$ cat src/rtl/param_scanner.sv
// Scanner FSM with a saturating fill counter, idle timeout, abort and flush-complete pulse.
// One instance works as the primary or the alternate scanner, selected by RESET_SCANNING.
//
// state     | meaning
// ----------+------------------------------------------------------------
// LOW_PWR   | powered down, waits for goto_stby_in
// STBY      | standby, waits for start_scan_in (abort drains or drops)
// SCANNING  | fill level rises by SCAN_STEP per cycle up to CAPACITY
// IDLE      | full, waits for flush/abort/partner level/timeout
// FLUSHING  | fill level falls by FLUSH_STEP per cycle down to zero
module param_scanner #(
  parameter int WIDTH          = 8,
  parameter int CAPACITY       = 100,
  parameter int RDY_LVL        = 80,
  parameter int HANDOFF_LVL    = 90,
  parameter int PARTNER_LVL    = 50,
  parameter int SCAN_STEP      = 1,
  parameter int FLUSH_STEP     = 1,
  parameter int RESET_SCANNING = 1,
  parameter int IDLE_TIMEOUT   = 0
) (
  input  logic             i_clk,
  input  logic             i_reset,
  input  logic             i_start_scan_in,
  input  logic             i_goto_stby_in,
  input  logic             i_flush,
  input  logic             i_abort,
  input  logic [WIDTH-1:0] i_alt_mem_used,
  output logic [WIDTH-1:0] o_mem_used,
  output logic [2:0]       o_state,
  output logic             o_scan_status,
  output logic             o_rdy_flush,
  output logic             o_start_scan_out,
  output logic             o_goto_stby_out,
  output logic             o_flush_done
);

  typedef enum logic [2:0] {
    S_LOW_PWR  = 3'b000,
    S_STBY     = 3'b001,
    S_SCANNING = 3'b010,
    S_IDLE     = 3'b011,
    S_FLUSHING = 3'b100
  } state_t;

  localparam state_t           L_RST_ST   = (RESET_SCANNING != 0) ? S_SCANNING : S_LOW_PWR;
  localparam logic [WIDTH:0]   L_CAP_X    = (WIDTH+1)'(CAPACITY);
  localparam logic [WIDTH:0]   L_SSTEP_X  = (WIDTH+1)'(SCAN_STEP);
  localparam logic [WIDTH:0]   L_FSTEP_X  = (WIDTH+1)'(FLUSH_STEP);
  localparam logic [WIDTH-1:0] L_CAP      = WIDTH'(CAPACITY);
  localparam logic [WIDTH-1:0] L_FSTEP    = WIDTH'(FLUSH_STEP);
  localparam logic [WIDTH-1:0] L_RDY      = WIDTH'(RDY_LVL);
  localparam logic [WIDTH-1:0] L_HAND     = WIDTH'(HANDOFF_LVL);
  localparam logic [WIDTH-1:0] L_PART     = WIDTH'(PARTNER_LVL);
  localparam logic             L_TO_EN    = (IDLE_TIMEOUT != 0);
  localparam logic [15:0]      L_TO_LAST  = 16'(IDLE_TIMEOUT - 1);

  state_t           r_state;
  logic [WIDTH-1:0] r_mem_used;
  logic [15:0]      r_idle_cnt;

  logic [WIDTH:0]   w_sum;
  logic [WIDTH-1:0] w_scan_next;
  logic [WIDTH-1:0] w_flush_next;
  logic             w_full;
  logic             w_empty;
  logic             w_timeout;
  logic             w_scanning;

  // Sum is one bit wider than the level so a large step saturates instead of wrapping.
  assign w_sum        = {1'b0, r_mem_used} + L_SSTEP_X;
  assign w_scan_next  = (w_sum >= L_CAP_X) ? L_CAP : w_sum[WIDTH-1:0];
  assign w_flush_next = ({1'b0, r_mem_used} > L_FSTEP_X) ? (r_mem_used - L_FSTEP) : '0;
  assign w_full       = (r_mem_used == L_CAP);
  assign w_empty      = (r_mem_used == '0);
  assign w_timeout    = L_TO_EN && (r_idle_cnt == L_TO_LAST);
  assign w_scanning   = (r_state == S_SCANNING);

  always_ff @(posedge i_clk) begin
    if (i_reset) begin
      r_state    <= L_RST_ST;
      r_mem_used <= '0;
      r_idle_cnt <= '0;
    end else begin
      r_idle_cnt <= (r_state == S_IDLE) ? r_idle_cnt + 16'd1 : 16'd0;
      case (r_state)
        S_LOW_PWR: begin
          if (i_goto_stby_in) r_state <= S_STBY;
        end
        S_STBY: begin
          if (i_abort)              r_state <= w_empty ? S_LOW_PWR : S_FLUSHING;
          else if (i_start_scan_in) r_state <= S_SCANNING;
        end
        S_SCANNING: begin
          r_mem_used <= w_scan_next;
          if (i_abort)                              r_state <= S_FLUSHING;
          else if (w_full)                          r_state <= S_IDLE;
          else if ((r_mem_used >= L_RDY) && i_flush) r_state <= S_FLUSHING;
        end
        S_IDLE: begin
          if (i_abort || i_flush || (i_alt_mem_used >= L_PART) || w_timeout)
            r_state <= S_FLUSHING;
        end
        S_FLUSHING: begin
          r_mem_used <= w_flush_next;
          if (w_empty) r_state <= S_LOW_PWR;
        end
        default: r_state <= S_LOW_PWR;
      endcase
    end
  end

  assign o_mem_used       = r_mem_used;
  assign o_state          = r_state;
  assign o_scan_status    = w_scanning;
  assign o_rdy_flush      = w_scanning && (r_mem_used >= L_RDY);
  assign o_start_scan_out = w_scanning && (r_mem_used >= L_HAND);
  assign o_goto_stby_out  = w_scanning && (r_mem_used >= L_HAND);
  assign o_flush_done     = (r_state == S_FLUSHING) && w_empty;

endmodule

$ cat config.mk
export PLATFORM = sky130hd
export DESIGN_NAME = param_scanner
export DESIGN_NICKNAME = d
export VERILOG_FILES = /design/src/rtl/param_scanner.sv
export SDC_FILE = /design/constraint.sdc
export NUM_CORES = 1
export LEC_CHECK = 0
export BUFFER_PORTS_ARGS = -buffer_cell sky130_fd_sc_hd__buf_2
export CORE_MARGIN = 2
export CORE_UTILIZATION = 50
export DETAILED_ROUTE_END_ITERATION = 6
export GPL_ROUTABILITY_DRIVEN = 0
export PLACE_DENSITY = 0.76
export SYNTH_ARGS = -nofsm -noshare
export SYNTH_HDL_FRONTEND = slang
export SYNTH_SLANG_ARGS = --single-unit
$ cat constraint.sdc
create_clock -name i_clk -period 3.3 [get_ports i_clk]
set_input_delay 0.66 -clock i_clk [delete_from_list [all_inputs] [get_ports i_clk]]
set_output_delay 0.66 -clock i_clk [all_outputs]
set_load 0.01 [all_outputs]
Yosys cells after proc, flatten, opt, wreduce, memory -nomap -nowiden. Cells that the tools add are included.

Register bits: 11. Bits in latches: 0. Memory bits (writable): 0. Bits in read-only memories: 0. Output and inout port bits: 16. Word-level logic and storage cells: 42. Memories kept: 0.

Add/subtract/negate cells: 2. $mul: 0. Div/mod/pow operators: 0. $lt $le $gt $ge: 5. Equal/unequal tests: 10. Shift operators: 0. Multiplexer cells: 13. Bitwise logic cells: 0. Reduce and logical (&&, ||, !) cells: 10.

Operator list (number): $mux 3 (9); $ge 8x7->1 const B (2); $mux 8 (2); $pmux 8 s2 (1); $pmux 3 s5 (1); $add 8x1->9 const B (1); $ge 9x7->1 const B (1); $eq 8x7->1 const B (1); $ge 8x6->1 const B (1); $gt 8x1->1 const B (1); $logic_not 8->1 (1); $sub 8x1->8 const B (1); $eq 3x2->1 const B (2); $reduce_and 5->1 (1); $logic_and 1x1->1 (4); $ne 2x2->1 const B (2); $ne 4x3->1 const B (1); $eq 3x1->1 const B (1); $eq 3x3->1 const B (1); $logic_not 3->1 (1); $ne 3x3->1 const B (1); $logic_or 1x1->1 (2); $ne 2x1->1 const B (1); $reduce_bool 2->1 (1).

Depth between registers and ports, before layout. Gate-level depths: netlist (run 1).

Word-level depth: 6. Depth in mapped cells: 8. Gate-level depth less buffers: 7.

Worst setup path before layout (run 1). No wires, ideal clock.

Path type: reg2out. Start point: register r_mem_used[0] (netlist: o_mem_used[0]). End point: output o_flush_done. Data arrival time: 1.324 ns. Data required time: 2.640 ns. Path slack: 1.316 ns. Cell stages (with the launch flop): 7. Buffers on the path: 1. Cell sequence: dfxtp_1 buf_2 inv_1 ha_1 nor4b_2 nand3b_1 nor2_1.

Word-level cells in the longest chain between the ends: 2.

RTL lines: from (decl) (line 59) `logic [WIDTH-1:0] r_mem_used;`; from (signal assigned) (line 95) `r_mem_used <= w_scan_next;`; from (signal assigned) (line 105) `r_mem_used <= w_flush_next;`; $logic_not 8->1 (line 75) `assign w_empty = (r_mem_used == '0);`; $logic_and 1x1->1 (line 119) `assign o_flush_done = (r_state == S_FLUSHING) && w_empty;`; to (decl) (line 35) `output logic o_flush_done`.

Every way passes these cells.

Worst setup path after layout (run 1). Same ends and word-level chain as after synthesis.

==> flow_summary.yaml, run 1 <==
sta:
  setup_viol: 0
  fin_skew_ns: 0.004378
  worst_hold_slack_ns: 0.6604
  max_freq_mhz: 408.3
  finalSetupTns_ns: 0
  report.final.slew_viol_count: 0
  finalCritPeriodShare_pct: 74.21
  slew_headroom_pct: 62.40
  hold_viol_final: 0
  tightest_slew_ns: 0.5632
  rsz0062_at_grt: "false"
  final.min_clock_period_ns: 2.449
clock_network:
  cts.root.buffer_cell: "clkbuf_4"
  worstSkewPairLatency_ns: 0.28
  tritoncts: "done"
  cts.htree.levels: 1
  clock-sinks: 11
  cts_made_buffers: 3
  post-cts-setup-buffers: 0
  cts_hold_buffers: 0
  cts_resized: 0
  clock_path_buffers: 2
  cts.clk_slew.worst_paths_ns: 0.08
grt:
  grt_max_degree: 18
  grt_use_total_pct: 24.57
  first_global_vias: 1145
  grt_pass1_wl_um: 4968
  grt.overflow.total: 0
  grt_antenna_before_repair: 0
setup_path:
  path_max_fanout: 13
  cp_top_family: "simple AND/OR/NAND/NOR gates"
  start_kind: "flop"
  cp_data_arrival_time_ns: 1.79
  r2r_cells: 6
  endpoint_kind: "output pin"
  critical_path_depth: 6
  cp_slowest_cell: "dfxtp_1"
  critPathBufInv: 2
  crit_path_max_incr_delay_ns: 0.45
  required_ns: 2.64
  crit_chain: "inv_1, ha_1, nor4b_2, nand3b_1, nor2_1, buf_2"
  crit_type: "reg -> out"
placement:
  portBuffers: 28
  dp.final_hpwl_um: 2256
  dpl-instance-area_um2: 1234
logic_synthesis:
  synth_warnings: 0
  synth.area.top_cells: "dfxtp_1 (20%), a21oi_1 (5.3%), nor2_1 (5.3%)"
  netlist.area_leader.share_pct: 19.51
  synth-simple-area-share_pct: 29.93
  synth-seq-area-share_pct: 19.51
  yosysTopAreaCell: "dfxtp_1"
  synthAdderAreaFrac_pct: 4.435
  ys_types: 54
  synth_compound_gate_area_share_pct: 33.59
  synth_edf_count: 0
  synth_mux_area_share_pct: 0
  syn_avg_cell_area_um2: 7.328
  synthArstFlopShare_pct: 0
  syn_nets: 172
  synth_top_family_by_area: "compound AO/OA/AOI/OAI gates"
  yosys.area_share.xor_xnor_pct: 4.656
  syn_area_um2: 1129
  syn_inst: 154
  synthFlopType: "dfxtp_1"
  ys_ff_latch: 11
power_and_ir_drop:
  irDropWorstVdd_uv: 379.9
  power_leakage_nw: 0.5077
  p_per_area_nw_per_um2: 649.1
layout:
  nets: 192
  drive_gt1_share_pct: 21.39
  diodes: 0
  area_delta_synth_final_pct: 11.64
  fin_area_um2: 1260
detailed_routing:
  drt-total-wl_um: 3118
  drc: 0
  avgRoutedWirePerCell_um: 15.51
  route.detailed.vias_per_inst: 6.388
  drtAntennaViolNets: 0
  num_vias: 1284
  dr.pass1.iters: 4
  first_iter_violations: 34
job:
  maxCapViolations: 0
floorplan:
  die_y_um: 51.51
  die_w_um: 51.51
  core_area_um2: 2170
  start_util_pct: 52.02
  ios: 30
  rows: 17
  dieArea_um2: 2653
min_path:
  whs_path_depth: 1
  hold_path.class: "reg -> reg"
outcome:
  status: "complete, no violations"
[cells in the mapped netlist (all sizes together), types with 2 or more instances]
| cell type | instances |
|---|---|
| a211o | 2 |
| nor2 | 16 |
| xor2 | 2 |
| o21ai | 12 |
| nor4b | 2 |
| nor3 | 6 |
| o21a | 3 |
| a21oi | 12 |
| nand2b | 2 |
| a31oi | 3 |
| nand3b | 3 |
| o31ai | 2 |
| o211ai | 2 |
| ha | 4 |
| buf | 11 |
| or3 | 5 |
| clkbuf | 2 |
| nand3 | 4 |
| inv | 5 |
| xnor2 | 4 |
| nand2 | 12 |
| dfxtp | 11 |
| nor4 | 2 |
| nand4b | 3 |
| o311ai | 3 |
[routing by layer]
layer	GRT usage [%]	vias to the layer above	wire length [um]
met4	6.140	0	70
li1	-	615	-
met1	30.47	594	1391
met5	0	-	0
met3	6.897	16	222
met2	41.88	59	1434
[path summary, 6_finish.rpt]
kind	startpoint	slack (ns)	to
max	o_mem_used[0]$_SDFFE_PP0P_	0.85	o_flush_done
min	o_state[2]$_SDFFE_PP0P_	0.66	o_state[2]$_SDFFE_PP0P_
max reg2reg	o_mem_used[0]$_SDFFE_PP0P_	1.04	o_mem_used[0]$_SDFFE_PP0P_
min reg2reg	o_state[2]$_SDFFE_PP0P_	0.66	o_state[2]$_SDFFE_PP0P_
[cells by family (layout without fill, tap and decap cells)]
group           Yosys count  after routing
simple gates             61             61
fa+ha+maj                 4              4
compound gates           54             54
buf+inv                  18             37
xor+xnor                  6              6
flops                    11             11
[layout by cell type, fill, tap and decap left out, drive strengths merged, types with 3 or more instances in the layout]
master / count
dfxtp: 11
a21oi: 12
buf: 28
nand2: 12
a31oi: 3
o21ai: 12
nand4b: 3
or3: 5
clkbuf: 4
nand3: 4
nor2: 16
o311ai: 3
ha: 4
nor3: 6
xnor2: 4
o21a: 3
inv: 5
nand3b: 3
[final cells by class]
type / count / area, um2
fillers: 226 / 909.6
multi-input cells: 125 / 819.5
flip-flops and latches: 11 / 220.2
repair buffers: 28 / 140.1
well taps: 28 / 35.03
clock buffers: 4 / 26.28
inverters: 5 / 18.77
[sequential cells by signal, summed over array words and instances, names as in the netlist]
name,count
o_state,3
o_mem_used,8
[worst register-to-register path, stage by stage, from the launching register on]
cell and delay, ns:
dfxtp_1 0.60, ha_1 0.33, nand3_1 0.16, nor2_1 0.25, xnor2_1 0.21, nor4_1 0.11, a2111oi_1 0.46
[per-stage QoR]
step	setup WS [ns]	power, mW	cells	util (%)
2_1_floorplan	1.316	0.6034	154	-
3_5_place_dp	1.093	0.7148	197	56.86
3_3_place_gp	1.195	0.6980	197	56.86
6_report	0.8510	0.8179	201	58.07
4_1_cts	0.8552	0.8116	201	58.07
5_1_grt	0.6572	0.8882	201	58.07
[where the power goes]
part	internal, mW	switching, mW	leakage, nW
Combinational	0.194	0.251	0.403
Sequential	0.164	0.111	0.0900
Clock	0.0469	0.0511	0.0150
Total	0.405	0.413	0.508
Power figures use the tool's default switching activity.
==> run 2: changes to the inputs <==
Settings changed: CORE_UTILIZATION 50 to 47, PLACE_DENSITY 0.76 to 0.75.
Clock period 3.3 ns to 2.2 ns, I/O delays scaled along.
==> run 2 against run 1 <==
Effect of this change: flip-flop and latch count stayed put; critical endpoint is now o_start_scan_out; total power is 67% higher; non-clock buffer count grew 10; global-route usage is 0.26 points higher.
==> flow_summary.yaml, run 2 (same netlist as run 1, synthesis figures left out) <==
clock_network:
  cts_hold_buffers: 0
  worstSkewPairLatency_ns: 0.29
  clock-sinks: 11
  clock_path_buffers: 2
  tritoncts: "done"
  cts.clk_slew.worst_paths_ns: 0.08
  cts_made_buffers: 3
  cts.htree.levels: 1
  cts.root.buffer_cell: "clkbuf_4"
floorplan:
  die_w_um: 53
  ios: 30
  dieArea_um2: 2809
  core_area_um2: 2233
  die_y_um: 53
  start_util_pct: 50.53
  rows: 17
detailed_routing:
  drc: 0
  route.detailed.vias_per_inst: 6.360
  drt-total-wl_um: 3331
  drtAntennaViolNets: 0
  first_iter_violations: 82
  dr.pass1.iters: 4
  num_vias: 1342
  avgRoutedWirePerCell_um: 15.79
sta:
  slew_headroom_pct: 69.10
  report.final.slew_viol_count: 0
  tightest_slew_ns: 0.4629
  finalCritPeriodShare_pct: 94.79
  max_freq_mhz: 479.5
  rsz0062_at_grt: "false"
  setup_viol: 0
  final.min_clock_period_ns: 2.085
  hold_viol_final: 0
  fin_skew_ns: 0.008756
  finalSetupTns_ns: 0
power_and_ir_drop:
  seq_power_share_pct: 27.8
  p_int_uw: 709.1
  swShare_pct: 48.02
  net-switching-power_uw: 655.0
  power_frac_comb_pct: 61.5
  power_leakage_nw: 0.5671
  power.total_mw: 1.364
  p_clk_share_pct: 10.7
  p_per_area_nw_per_um2: 1014
  irDropWorstVdd_uv: 674.1
layout:
  area_delta_synth_final_pct: 19.18
  diodes: 0
  mostFrequentLayoutCells: "buf_2 (28), nor2_1 (16), nand2_1 (12), a21oi_1 (12)"
  drive_gt1_share_pct: 26.23
  final_common_cell: "buf_2"
  num-fill-cells: 224
  nets: 202
  largest_reg_flops: 8
job:
  maxCapViolations: 0
setup_path:
  required_ns: 1.76
  path_max_fanout: 10
  cp_slowest_cell: "dfxtp_1"
  crit_type: "reg -> out"
  crit_path_max_incr_delay_ns: 0.58
  endpoint_kind: "output pin"
  crit_chain: "buf_4, o211ai_1, a21boi_0, o21a_1, buf_2"
  start_kind: "flop"
  cp_data_arrival_time_ns: 1.65
outcome:
  status: "complete, no violations"
placement:
  dp.final_hpwl_um: 2467
  portBuffers: 28
min_path:
  hold_path.class: "in -> reg"
grt:
  grt_use_total_pct: 24.84
  first_global_vias: 1128
  grt.overflow.total: 0
  grt_pass1_wl_um: 5037
  grt_max_degree: 14
  grt_antenna_before_repair: 0
## run 2: cell types whose count changed in the layout (fill, tap and decap cells not counted), sizes merged
cell,delta
buf,+10
## run 2: power groups by stage
stage | clock network [mW] | registers, mW | logic [mW]
after global placement | 0 | 0.364 | 0.729
after floorplan | 0 | 0.317 | 0.588
after detailed placement | 0 | 0.370 | 0.748
after global routing | 0.155 | 0.384 | 0.925
after CTS | 0.148 | 0.369 | 0.769
final | 0.146 | 0.379 | 0.840
## run 2: layout make-up
type	instances	area [um2]	share of cell area, %
clock buffers	4	26.28	1.953
well taps	28	35.03	2.605
flip-flops and latches	11	221.5	16.47
repair buffers	38	215.2	16.00
multi-input cells	125	828.3	61.58
inverters	5	18.77	1.395
## run 2: worst paths after layout
| kind | slack (ns) | depth (start not counted) | start | endpoint |
|---|---|---|---|---|
| hold reg to reg | 0.63 | 1 | o_state[0]$_SDFFE_PP0P_ | o_state[0]$_SDFFE_PP0P_ |
| hold / removal | 0.47 | 2 | i_reset | o_mem_used[3]$_SDFFE_PP0P_ |
| setup reg to reg | 0.19 | 6 | o_mem_used[0]$_SDFFE_PP0P_ | o_mem_used[0]$_SDFFE_PP0P_ |
| setup / recovery | 0.11 | 5 | o_mem_used[4]$_SDFFE_PP0P_ | o_start_scan_out |
## run 2: metrics by stage
stage	worst slack (ns)	hold slack, ns	util, %	area [um2]	std cells
2_1_floorplan	0.3938	0.6600	-	1129	154
3_3_place_gp	0.2478	0.6076	57.93	1294	205
3_5_place_dp	0.1683	0.6132	57.93	1294	205
4_1_cts	0.05499	0.4610	59.50	1329	209
5_1_grt	0.01380	0.4835	60.22	1345	211
6_report	0.1146	0.4732	60.22	1345	211
## run 2: metal layers
| layer | vias to the layer above | wire length [um] | GRT usage [%] |
|---|---|---|---|
| met3 | 10 | 265 | 3.390 |
| met2 | 63 | 1526 | 37.92 |
| met4 | 0 | 80 | 14.10 |
| li1 | 638 | - | - |
| met1 | 631 | 1459 | 33.22 |
| met5 | - | 0 | 0 |
## run 2: worst max-delay path: cells and delay by family, from the launching register on
family / cells / cell delay (ns)
compound gates: 3 / 0.41
buf+inv: 2 / 0.36
flops: 1 / 0.58
## run 2: repair_timing
item                                    CTS  global route
setup buffers                             0             2
endpoints found under the setup margin    1             2
gates resized for setup                   1             1
endpoints found under the hold margin     0             0
pin swaps                                 0             1
==> run 3: changes to the inputs <==
Settings changed: CORE_UTILIZATION 47 to 45, PLACE_DENSITY 0.75 to 0.77.
==> run 3 against run 2 <==
Effect of this change: die area up 4.1%; critical path depth unchanged; combinational power up 2.5%; global-route usage up 0.51 points; count of clock-buffer cells in the layout unchanged; sequential power down 3%; hold slack worse by 0.0054 ns; first-iteration DRC count down 38%; register-to-register slack better by 0.05 ns; utilization down 3.5 points; flip-flop and latch count unchanged.
==> flow_summary.yaml, run 3 (same netlist as run 1, synthesis figures left out) <==
power_and_ir_drop:
  power_leakage_nw: 0.5892
  p_per_area_nw_per_um2: 1002
  irDropWorstVdd_uv: 557.7
  power.total_mw: 1.382
clock_network:
  tritoncts: "done"
  cts_made_buffers: 3
  worstSkewPairLatency_ns: 0.29
  clock_path_buffers: 2
  cts.clk_slew.worst_paths_ns: 0.07
  cts.root.buffer_cell: "clkbuf_4"
  cts.htree.levels: 1
  clock-sinks: 11
sta:
  tightest_slew_ns: 0.4790
  max_freq_mhz: 481.5
  hold_viol_final: 0
  final.min_clock_period_ns: 2.077
  finalCritPeriodShare_pct: 94.40
  fin_skew_ns: 0.003229
  setup_viol: 0
  slew_headroom_pct: 67.79
  rsz0062_at_grt: "false"
  report.final.slew_viol_count: 0
  finalSetupTns_ns: 0
setup_path:
  crit_start: "o_mem_used[3]$_SDFFE_PP0P_"
  required_ns: 1.76
  crit_type: "reg -> out"
  endpoint_kind: "output pin"
  rr_startpoint: "o_mem_used[3]$_SDFFE_PP0P_"
  start_kind: "flop"
  timing.rr.end: "o_mem_used[0]$_SDFFE_PP0P_"
  endpoint: "o_goto_stby_out"
  cp_data_arrival_time_ns: 1.64
  r2r_cells: 6
  path_max_fanout: 8
  reg2reg_setup_slack_ns: 0.24
layout:
  final_common_cell: "buf_2"
  drive_gt1_share_pct: 28.34
  num-fill-cells: 236
  largest_reg_flops: 8
  nets: 206
  instances_no_fill: 217
  post-route-util_pct: 56.69
  area_delta_synth_final_pct: 22.17
  diodes: 0
  mostFrequentLayoutCells: "buf_2 (28), nor2_1 (16), buf_4 (14), nand2_1 (12), a21oi_1 (12)"
detailed_routing:
  num_vias: 1392
  drtAntennaViolNets: 0
  avgRoutedWirePerCell_um: 15.82
  dr.pass1.iters: 4
  first_iter_violations: 51
  route.detailed.vias_per_inst: 6.415
  drt-total-wl_um: 3432
  drc: 0
placement:
  dp.final_hpwl_um: 2484
  post-place-cells: 210
  portBuffers: 28
grt:
  grt.overflow.total: 0
  grt.met1_usage_pct: 35.07
  grt_busiest_layer: "met2"
  grt_max_degree: 15
  grt_pass1_wl_um: 5361
  grt_use_met3_pct: 2.500
  grt_use_total_pct: 25.35
  use_met2_pct: 39.23
  first_global_vias: 1169
  grt_antenna_before_repair: 0
floorplan:
  rows: 18
  die_y_um: 54.08
  start_util_pct: 46.40
  ios: 30
  die_w_um: 54.08
  dieArea_um2: 2925
  core_area_um2: 2432
min_path:
  hold_path.class: "in -> reg"
  whs_path_depth: 2
outcome:
  status: "complete, no violations"
job:
  maxCapViolations: 0
run 3: cell count changes in the layout (fill, tap and decap cells not counted), sizes merged:
cell / delta
buf: +4
run 3: how the worst min path moves through the flow:
stage,from,end
floorplan,o_state[0]$_SDFFE_PP0P_,o_state[2]$_SDFFE_PP0P_
global placement,o_state[0]$_SDFFE_PP0P_,o_state[2]$_SDFFE_PP0P_
detailed placement,o_state[0]$_SDFFE_PP0P_,o_state[2]$_SDFFE_PP0P_
CTS,i_reset,o_mem_used[3]$_SDFFE_PP0P_
global route,i_reset,o_mem_used[7]$_SDFFE_PP0P_
finish,i_reset,o_mem_used[3]$_SDFFE_PP0P_
run 3: where the power goes:
| part | internal, mW | total [mW] | switching [mW] |
|---|---|---|---|
| logic | 0.392 | 0.861 | 0.469 |
| clock network | 0.0706 | 0.151 | 0.0808 |
| registers | 0.251 | 0.369 | 0.118 |
run 3: routing by layer:
layer / share of wire [%] / vias up
met4: 2.2 / 0
met3: 8.0 / 9
met5: 0 / -
met1: 43 / 656
li1: - / 641
met2: 47 / 86
run 3: per-stage QoR:
step	setup WS [ns]	hold slack [ns]	instance area (um2)
2_1_floorplan	0.3938	0.6600	1129
3_3_place_gp	0.2426	0.5670	1319
3_5_place_dp	0.1786	0.5872	1319
4_1_cts	0.04119	0.4527	1354
5_1_grt	0.01043	0.4684	1379
6_report	0.1232	0.4678	1379
run 3: what timing repair did:
item,4_1_cts,5_1_grt
gates resized for setup,1,2
pin swaps,0,2
hold buffers,0,0
setup buffers,0,3
hold endpoints to repair,0,0
endpoints found under the setup margin,1,4
run 3: cell type report:
class | instances | area (um2) | share of cell area (%)
multi-input combinational | 125 | 828.3 | 60.07
timing repair buffer | 42 | 245.2 | 17.79
sequential | 11 | 222.7 | 16.15
tap | 30 | 37.54 | 2.722
clock buffer | 4 | 26.28 | 1.906
inverter | 5 | 18.77 | 1.361
run 3: critical path: stages, from the launching register on:
cell,delay (ns)
dfxtp_1,0.54
buf_4,0.24
o211ai_1,0.10
a21boi_0,0.21
o21a_1,0.14
buf_2,0.12
